## config.mk

```make
export PLATFORM = sky130hd
export DESIGN_NAME = fp_convert_seq_flat
export DESIGN_NICKNAME = d
export VERILOG_FILES = /design/src/rtl/fp_convert_seq_if.sv /design/src/rtl/fp_convert_seq.sv /design/src/flat_wrapper.sv
export SDC_FILE = /design/constraint.sdc
export NUM_CORES = 1
export LEC_CHECK = 0
export CAP_MARGIN = 20
export CORE_ASPECT_RATIO = 0.5
export CORE_MARGIN = 2
export CORE_UTILIZATION = 45
export CTS_BUF_LIST = sky130_fd_sc_hd__clkbuf_8
export CTS_CLUSTER_DIAMETER = 40
export DETAILED_ROUTE_END_ITERATION = 10
export HOLD_SLACK_MARGIN = 0.05
export PLACE_DENSITY = 0.68
export REMOVE_ABC_BUFFERS = 1
export SYNTH_ARGS = -nofsm -noshare
export SYNTH_HDL_FRONTEND = slang
export SYNTH_SLANG_ARGS = --single-unit
```

## constraint.sdc

```tcl
create_clock -name clk -period 3.1 [get_ports clk]
set_input_delay 0.62 -clock clk [delete_from_list [all_inputs] [get_ports clk]]
set_output_delay 0.62 -clock clk [all_outputs]
set_load 0.01 [all_outputs]
```

## src/rtl/fp_convert_seq_if.sv

```systemverilog
// Handshake bundle for fp_convert_seq.
//
// Purpose: carries the sample input channel and the converted result channel
// between the sample source, the converter and the display/encode stage.
//
// Valid/ready semantics (both channels): a transfer happens on a rising clock
// edge where valid and ready are both high. Once valid is raised, the producer
// holds valid and its payload steady until that edge. Ready may change at any
// time, and it has no effect while valid is low.
//
// Signals:
//   in_valid / in_ready / in_data            input channel (source -> converter)
//   out_valid / out_ready                    result channel (converter -> sink)
//   S, E, F, norm_shift, sat                 result payload
// Modports:
//   master : the side that drives samples and accepts results (bench/system)
//   slave  : the converter
interface fp_convert_seq_if #(
  parameter int IN_W  = 12,
  parameter int EXP_W = 3,
  parameter int MAN_W = 4
);
  localparam int SH_W = $clog2(IN_W - MAN_W + 1);

  logic             in_valid;
  logic             in_ready;
  logic [IN_W-1:0]  in_data;
  logic             out_valid;
  logic             out_ready;
  logic             S;
  logic [EXP_W-1:0] E;
  logic [MAN_W-1:0] F;
  logic [SH_W-1:0]  norm_shift;
  logic             sat;

  modport master (
    output in_valid, in_data, out_ready,
    input  in_ready, out_valid, S, E, F, norm_shift, sat
  );

  modport slave (
    input  in_valid, in_data, out_ready,
    output in_ready, out_valid, S, E, F, norm_shift, sat
  );
endinterface

```

## src/rtl/fp_convert_seq.sv

```systemverilog
// Sequential two's-complement to compact floating-point converter.
//
// Purpose: turns an IN_W-bit signed sample into sign S, exponent E and
// mantissa F (value ~ F * 2^E). Normalisation shifts left one bit per cycle.
// Round-to-nearest uses the first bit below the mantissa; a rounding carry
// bumps the exponent; an exponent beyond MAX_E saturates the result.
//
// Ports:
//   clk        rising-edge clock
//   rst        synchronous active-high reset
//   bus        fp_convert_seq_if.slave (input channel, result channel, payload)
//   state_dbg  current FSM state (debug visibility)
module fp_convert_seq #(
  parameter int IN_W  = 12,
  parameter int EXP_W = 3,
  parameter int MAN_W = 4
) (
  input  logic              clk,
  input  logic              rst,
  fp_convert_seq_if.slave   bus,
  output logic [2:0]        state_dbg
);

  localparam int SH_W     = $clog2(IN_W - MAN_W + 1);
  localparam int NORM_MAX = IN_W - MAN_W;
  localparam int MAX_E    = (1 << EXP_W) - 1;
  // Working exponent must hold NORM_MAX+1 (rounding carry) and MAX_E+1
  // so the saturation compare cannot wrap.
  localparam int EW_RAW   = $clog2(NORM_MAX + 2);
  localparam int EW       = (EW_RAW > EXP_W) ? EW_RAW : EXP_W + 1;

  typedef enum logic [2:0] {
    IDLE  = 3'd0,
    LOAD  = 3'd1,
    NORM  = 3'd2,
    ROUND = 3'd3,
    DONE  = 3'd4
  } state_t;

  state_t            state;
  logic [IN_W-1:0]   data_q;
  logic              sgn;
  logic [IN_W-1:0]   mag;
  logic [EW-1:0]     e;
  logic [SH_W-1:0]   k;

  logic [MAN_W:0]    fr_sum;
  logic [MAN_W-1:0]  f_fin;
  logic [EW-1:0]     e_fin;
  logic              sat_now;

  assign state_dbg    = state;
  assign bus.in_ready = (state == IDLE);

  // Rounding of the normalised magnitude, consumed in ROUND.
  always_comb begin
    fr_sum  = {1'b0, mag[IN_W-1 -: MAN_W]} + {{MAN_W{1'b0}}, mag[IN_W-MAN_W-1]};
    f_fin   = fr_sum[MAN_W-1:0];
    e_fin   = e;
    if (fr_sum[MAN_W]) begin
      // Mantissa overflowed: 1.111 + 1 becomes 10.00, renormalise by one.
      f_fin = {1'b1, {(MAN_W-1){1'b0}}};
      e_fin = e + 1'b1;
    end
    sat_now = (e_fin > EW'(MAX_E));
  end

  always_ff @(posedge clk) begin
    if (rst) begin
      state          <= IDLE;
      data_q         <= '0;
      sgn            <= 1'b0;
      mag            <= '0;
      e              <= '0;
      k              <= '0;
      bus.out_valid  <= 1'b0;
      bus.S          <= 1'b0;
      bus.E          <= '0;
      bus.F          <= '0;
      bus.norm_shift <= '0;
      bus.sat        <= 1'b0;
    end else begin
      case (state)
        IDLE: begin
          if (bus.in_valid) begin
            data_q <= bus.in_data;
            state  <= LOAD;
          end
        end
        LOAD: begin
          sgn   <= data_q[IN_W-1];
          // The most negative input yields a magnitude with only the MSB set.
          mag   <= data_q[IN_W-1] ? (~data_q + 1'b1) : data_q;
          e     <= EW'(NORM_MAX);
          k     <= '0;
          state <= NORM;
        end
        NORM: begin
          if (!mag[IN_W-1] && (e != '0)) begin
            mag <= {mag[IN_W-2:0], 1'b0};
            e   <= e - 1'b1;
            k   <= k + 1'b1;
          end else begin
            state <= ROUND;
          end
        end
        ROUND: begin
          bus.S          <= sgn;
          bus.norm_shift <= k;
          if (sat_now) begin
            bus.E   <= EXP_W'(MAX_E);
            bus.F   <= '1;
            bus.sat <= 1'b1;
          end else begin
            bus.E   <= e_fin[EXP_W-1:0];
            bus.F   <= f_fin;
            bus.sat <= 1'b0;
          end
          state <= DONE;
        end
        DONE: begin
          // Result registers settle on entry; valid follows one cycle later.
          if (bus.out_valid && bus.out_ready) begin
            bus.out_valid <= 1'b0;
            state         <= IDLE;
          end else begin
            bus.out_valid <= 1'b1;
          end
        end
        default: state <= IDLE;
      endcase
    end
  end

endmodule

```

## src/flat_wrapper.sv

```systemverilog
// flat-port wrapper written by rule: the top's interface ports become plain ports
module fp_convert_seq_flat 
#(
  parameter int IN_W  = 12,
  parameter int EXP_W = 3,
  parameter int MAN_W = 4
)
  (clk, rst, state_dbg, bus_in_valid, bus_in_data, bus_out_ready, bus_in_ready, bus_out_valid, bus_S, bus_E, bus_F, bus_norm_shift, bus_sat);
  fp_convert_seq_if #(.IN_W(IN_W), .EXP_W(EXP_W), .MAN_W(MAN_W)) bus_i ();
  input  logic clk;
  input  logic rst;
  output logic [2:0] state_dbg;
  input wire logic [$bits(bus_i.in_valid)-1:0] bus_in_valid;
  input wire logic [$bits(bus_i.in_data)-1:0] bus_in_data;
  input wire logic [$bits(bus_i.out_ready)-1:0] bus_out_ready;
  output wire logic [$bits(bus_i.in_ready)-1:0] bus_in_ready;
  output wire logic [$bits(bus_i.out_valid)-1:0] bus_out_valid;
  output wire logic [$bits(bus_i.S)-1:0] bus_S;
  output wire logic [$bits(bus_i.E)-1:0] bus_E;
  output wire logic [$bits(bus_i.F)-1:0] bus_F;
  output wire logic [$bits(bus_i.norm_shift)-1:0] bus_norm_shift;
  output wire logic [$bits(bus_i.sat)-1:0] bus_sat;
  assign bus_i.in_valid = bus_in_valid;
  assign bus_i.in_data = bus_in_data;
  assign bus_i.out_ready = bus_out_ready;
  assign bus_in_ready = bus_i.in_ready;
  assign bus_out_valid = bus_i.out_valid;
  assign bus_S = bus_i.S;
  assign bus_E = bus_i.E;
  assign bus_F = bus_i.F;
  assign bus_norm_shift = bus_i.norm_shift;
  assign bus_sat = bus_i.sat;
  fp_convert_seq #(.IN_W(IN_W), .EXP_W(EXP_W), .MAN_W(MAN_W)) u_core (.clk(clk), .rst(rst), .bus(bus_i), .state_dbg(state_dbg));
endmodule
```

==> results of run 1 <==
## path summary, 6_finish.rpt
check                      start  slack [ns]             to  depth (start not counted)
max reg2reg          u_core.e[0]        0.98    u_core.e[3]                          6
max          u_core.state_dbg[1]        0.82   bus_in_ready                          2
min                u_core.mag[2]        0.46  u_core.mag[2]                          2
min reg2reg        u_core.mag[2]        0.46  u_core.mag[2]                          2
## synthesized netlist by cell type (2+ instances only)
cell	number	area share
dfxtp_1	50	0.40
nand2_1	48	0.073
a21oi_1	39	0.079
nor2_1	17	0.026
o21ai_0	16	0.032
inv_1	12	0.018
clkbuf_1	11	0.017
ha_1	7	0.035
or3_1	7	0.018
xor2_1	7	0.025
buf_2	6	0.012
xnor2_1	6	0.021
nand3_1	5	0.010
nand2b_1	4	0.010
nor3_1	4	0.0081
a211o_1	3	0.011
a21o_1	3	0.0091
and3_1	3	0.0076
mux2i_1	3	0.012
o211ai_1	3	0.0091
o22ai_1	3	0.0076
a211oi_1	2	0.0060
a22oi_1	2	0.0060
a311oi_1	2	0.0071
a31oi_1	2	0.0050
nand4_1	2	0.0050
nor2b_1	2	0.0050
nor3b_2	2	0.010
nor4_1	2	0.0050
o31ai_1	2	0.0060
o41ai_2	2	0.013
or3b_2	2	0.0071
## where the power goes
| group | switching, mW | total (mW) | internal, mW |
|---|---|---|---|
| Sequential | 0.116 | 0.844 | 0.728 |
| Clock | 0.217 | 0.396 | 0.180 |
| Combinational | 0.346 | 0.612 | 0.267 |
## worst max-delay path, stage by stage, from the launching register on
cell and delay, ns:
dfxtp_1 0.43, nor3_1 0.33, clkdlybuf4s50_1 0.60
## state kept, by name, indices dropped and copies added, names as in the netlist
signal,flops
u_core.mag,12
u_core.bus.F,4
u_core.sgn,1
u_core.e,4
u_core.bus.S,1
u_core.bus.E,3
u_core.bus.out_valid,1
u_core.data_q,12
u_core.state_dbg,3
u_core.bus.norm_shift,4
u_core.bus.sat,1
u_core.k,4
## area by class of cell
class | count | area [um^2]
multi-input combinational | 217 | 1350
timing repair buffer | 34 | 338
tap | 73 | 91.3
clock inverter | 2 | 12.5
fill | 516 | 2480
clock buffer | 6 | 82.6
sequential | 50 | 1000
inverter | 12 | 45.0
## logic make-up (layout without fill, tap and decap cells)
| kind of cell | Yosys count | in the layout | synth area share |
|---|---|---|---|
| fa+ha+maj | 7 | 7 | 0.0353 |
| simple gates | 107 | 107 | 0.218 |
| flops | 50 | 50 | 0.403 |
| mux | 3 | 3 | 0.0121 |
| buf+inv | 31 | 54 | 0.0544 |
| compound gates | 87 | 87 | 0.232 |
| xor+xnor | 13 | 13 | 0.0458 |
## routing by layer
layer,vias to the layer above,track usage
li1,1088,-
met1,1003,0.249
met2,42,0.314
met3,6,0.0395
met4,0,0.0476
met5,-,0
==> results.yml, run 1 <==
floorplan:
  coreArea_um2: 5400
  fp.dieArea_um2: 6170
  design.portCount: 34
  dieWidth_um: 109
  floorplan.die.height_um: 56.5
  core.rowCount: 19
  initial_core_util: 0.460
placed_design:
  count_of_input_and_output_buffers: 33
  post_detail_place_hpwl_um: 3940
  gpl.final_weighted_congestion: 0.774
  worst_setup_slack_before_clock_tree_synthesis_ns: 0.927
  placed_area_um2: 2820
  post-place-cells: 386
detailed_routing:
  via_per_inst: 5.43
  wl_per_cell_um: 13.7
  topRoutingLayerUsed: "met4"
  drt-initial-drc-count: 102
  antenna_left: 0
  via_count: 2139
  detailedRoute.firstPassIterationCount: 4
  drc_errors: 0
  met3_wirelength_um: 215
  met1_routed_length_um: 2640
  routed_wl_um: 5410
  wl_met2_um: 2490
power_and_ir_drop:
  total_power_mw: 1.85
  power.density_nw_per_um2: 635
  p_leak_nw: 1.07
  maximum_resistive_drop_on_vdd_mv: 0.258
clocking:
  root_buffer: "clkbuf_8"
  worst_setup_hold_path_clk_slew_ns: 0.09
  tritoncts.num_buffers: 5
  ctsHtreeMaxLevel: 2
  post-cts-setup-buffers: 0
  cts.repair.resized: 0
  ctsLongestPathBuffers: 2
  later_pin_clock_latency_in_the_skew_report_ns: 0.30
  tritoncts: "built"
  cts_hold_repair.buffers: 0
  cts.sinks: 50
logic_synthesis:
  synth-edff-count: 0
  syn_area_um2: 2480
  fraction_of_registers_with_async_set_reset: 0
  yosysWarnings: 0
  synth.lib_cells_used.distinct: 51
  dominantRegCellSynth: "dfxtp_1"
  synthesized_area_per_cell_um2: 8.33
  postSynthRegisterBits: 50
  syn_inst: 298
  synth_sequential_area_ratio: 0.403
finish:
  final_area_um2: 2920
  share_of_post_route_cells_with_drive_strength_above_1: 0.0717
  finalCoreUtilization: 0.541
  syn_to_final_growth_pct: 17.5
  final_common_cell: "dfxtp_1"
  instances_no_fill: 394
  n_antenna_cell: 0
  layout_common_cells: "dfxtp_1, nand2_1, a21oi_1"
  fin_nets: 343
timing:
  timing.hold.ws_ns: 0.461
  post-route-worst-setup-slack_ns: 0.816
  setup_total_negative_slack_ns: 0
  min_period_over_period: 0.737
  final.setup_skew_ns: 0.00615
  worst_slew_pin_slew_ns: 0.773
  layout_min_cycle_time_ns: 2.28
  setup_viol: 0
  final_max_slew_viol_count: 0
  maxSlewHeadroom: 0.483
  rsz0062_at_grt: "no"
  final-hold-violation-count: 0
  fmax_mhz: 438
critical_path:
  endpoint_class_of_the_critical_path: "output pin"
  startpoint_type: "register"
  worstPathRequired_ns: 2.48
  worst_path_fanout_max: 12
  setup.worst_path.class: "register to output pin"
  arrival_time_reported_for_the_critical_path_endpoint_ns: 1.66
global_routing:
  grt_first_pass_wirelength_um: 9230
  gr-total-overflow: 0
  antenna_found_initial: 0
  grt_start_max_net_pins: 26
  grt_pass1_vias: 1992
  grt.total_usage: 0.188
job:
  drv.max_cap_violation_count: 0
run_status:
  outcome: "completed"
hold_path:
  min_path_type: "register to register"
(Power assumes the default switching activity.)
==> run 2, diff against run 1 <==
--- a/config.mk
+++ b/config.mk
@@ -13,7 +13,7 @@
 export CTS_CLUSTER_DIAMETER = 40
 export DETAILED_ROUTE_END_ITERATION = 10
 export HOLD_SLACK_MARGIN = 0.05
-export PLACE_DENSITY = 0.68
+export PLACE_DENSITY = 0.7
 export REMOVE_ABC_BUFFERS = 1
 export SYNTH_ARGS = -nofsm -noshare
 export SYNTH_HDL_FRONTEND = slang
==> constraint.sdc (replaced) <==
create_clock -name clk -period 2.1 [get_ports clk]
set_input_delay 0.42 -clock clk [delete_from_list [all_inputs] [get_ports clk]]
set_output_delay 0.42 -clock clk [all_outputs]
set_load 0.01 [all_outputs]
==> results.yml, run 2 (synthesis gave the netlist of run 1 again) <==
critical_path:
  endpoint_class_of_the_critical_path: "output pin"
  cpLargestDelayFamily: "buffers and inverters"
  arrival_time_reported_for_the_critical_path_endpoint_ns: 1.60
  worst_path_fanout_max: 11
  startpoint_type: "register"
  critical-path-max-stage-delay_ns: 0.57
  worst_r2r_startpoint: "u_core.e[0]"
  setup.reg_to_reg.worst_slack_ns: 0.16
  setup.worst_path.class: "register to output pin"
  r2r_cells: 7
  worst_r2r_endpoint: "u_core.mag[3]"
  timing.critical_path.cells: "nor3_2 -> clkdlybuf4s50_1"
  critical_path_buf_inv_count: 1
  worstPathRequired_ns: 1.68
  cpMaxStageDelayCell: "clkdlybuf4s50_1"
clocking:
  later_pin_clock_latency_in_the_skew_report_ns: 0.31
  ctsLongestPathBuffers: 2
  root_buffer: "clkbuf_8"
  tritoncts.num_buffers: 5
  tritoncts: "built"
  cts.sinks: 50
  worst_setup_hold_path_clk_slew_ns: 0.09
  ctsHtreeMaxLevel: 2
floorplan:
  design.portCount: 34
  coreArea_um2: 5400
  fp.dieArea_um2: 6170
  initial_core_util: 0.460
  dieWidth_um: 109
  core.rowCount: 19
  floorplan.die.height_um: 56.5
global_routing:
  grt_start_max_net_pins: 18
  gr-total-overflow: 0
  antenna_found_initial: 0
  grt.total_usage: 0.191
  grt_first_pass_wirelength_um: 9260
  grt_pass1_vias: 2059
timing:
  min_period_over_period: 0.960
  final_max_slew_viol_count: 0
  setup_viol: 0
  setup_total_negative_slack_ns: 0
  maxSlewHeadroom: 0.634
  final.setup_skew_ns: 0.00903
  rsz0062_at_grt: "yes"
  timing.hold.ws_ns: 0.462
  layout_min_cycle_time_ns: 2.02
  fmax_mhz: 496
  worst_slew_pin_slew_ns: 0.549
  final-hold-violation-count: 0
  post-route-worst-setup-slack_ns: 0.0830
finish:
  share_of_post_route_cells_with_drive_strength_above_1: 0.103
  layout_common_cells: "dfxtp_1, nand2_1, a21oi_1"
  fin_nets: 354
  finalCoreUtilization: 0.560
  final_common_cell: "dfxtp_1"
  final_area_um2: 3020
  reg.largest.list: "u_core.data_q (12), u_core.mag (12)"
  syn_to_final_growth_pct: 21.7
  instances_no_fill: 404
  n_antenna_cell: 0
hold_path:
  min_path_type: "register to register"
  holdPathStages: 2
  worst_hold_path.endpoint: "u_core.bus.norm_shift[1]"
  holdCritStartpoint: "u_core.bus.norm_shift[1]"
job:
  drv.max_cap_violation_count: 0
placed_design:
  gpl.final_weighted_congestion: 0.840
  worst_setup_slack_before_clock_tree_synthesis_ns: 0.121
  post-place-cells: 394
  count_of_input_and_output_buffers: 33
  post_detail_place_hpwl_um: 4070
  placed_area_um2: 2880
detailed_routing:
  via_count: 2206
  detailedRoute.firstPassIterationCount: 4
  drc_errors: 0
  antenna_left: 0
  drt-initial-drc-count: 115
  routed_wl_um: 5500
  wl_per_cell_um: 13.6
  via_per_inst: 5.46
power_and_ir_drop:
  total_power_mw: 2.93
  power.density_nw_per_um2: 969
  p_leak_nw: 1.13
  maximum_resistive_drop_on_vdd_mv: 0.396
run_status:
  outcome: "completed"
## run 2: routing by layer
metal,global-route usage,part of all wire
met5,0,0
met4,0.0641,0.012
met3,0.0441,0.052
met2,0.303,0.46
met1,0.258,0.47
## run 2: power by group
part           switching [mW]  internal, mW
logic                   0.526         0.462
clock network           0.320         0.382
registers               0.166          1.07
## run 2: worst max path at each step
stage / from / to / slack (ns) / cells after the start
6_report: u_core.state_dbg[0] / bus_in_ready / 0.08 / 2
3_5_place_dp: u_core.e[0] / u_core.k[3] / 0.12 / 6
2_1_floorplan: u_core.e[0] / u_core.e[3] / 0.33 / 6
5_1_grt: u_core.state_dbg[0] / bus_in_ready / -0.01 / 2
3_3_place_gp: u_core.e[0] / u_core.e[3] / 0.18 / 6
4_1_cts: u_core.state_dbg[0] / bus_in_ready / 0.002 / 2
## run 2: cell type report
cell class                      count  area, um^2
Tap cell                           73        91.3
Sequential cell                    50        1000
Fill cell                         504        2370
Clock buffer                        6        82.6
Clock inverter                      1        30.0
Timing Repair Buffer               45         420
Multi-Input combinational cell    217        1350
Inverter                           12        45.0
## run 2: timing repair
item,in CTS,in global routing
resized for setup,0,1
endpoints found under the hold margin,0,0
setup endpoints to repair,0,4
hold buffers,0,0
setup buffers,0,3
## run 2: tightest hold or removal path: stages, from the launching register on
cell     delay, ns
dfxtp_1       0.32
nand2_1       0.05
a21oi_1       0.05
==> run 3, diff against run 2 <==
--- a/config.mk
+++ b/config.mk
@@ -10,7 +10,6 @@
 export CORE_MARGIN = 2
 export CORE_UTILIZATION = 45
 export CTS_BUF_LIST = sky130_fd_sc_hd__clkbuf_8
-export CTS_CLUSTER_DIAMETER = 40
 export DETAILED_ROUTE_END_ITERATION = 10
 export HOLD_SLACK_MARGIN = 0.05
 export PLACE_DENSITY = 0.7
==> results of run 3 <==
No change in the layout: final DEF, timing and power equal those of run 2.
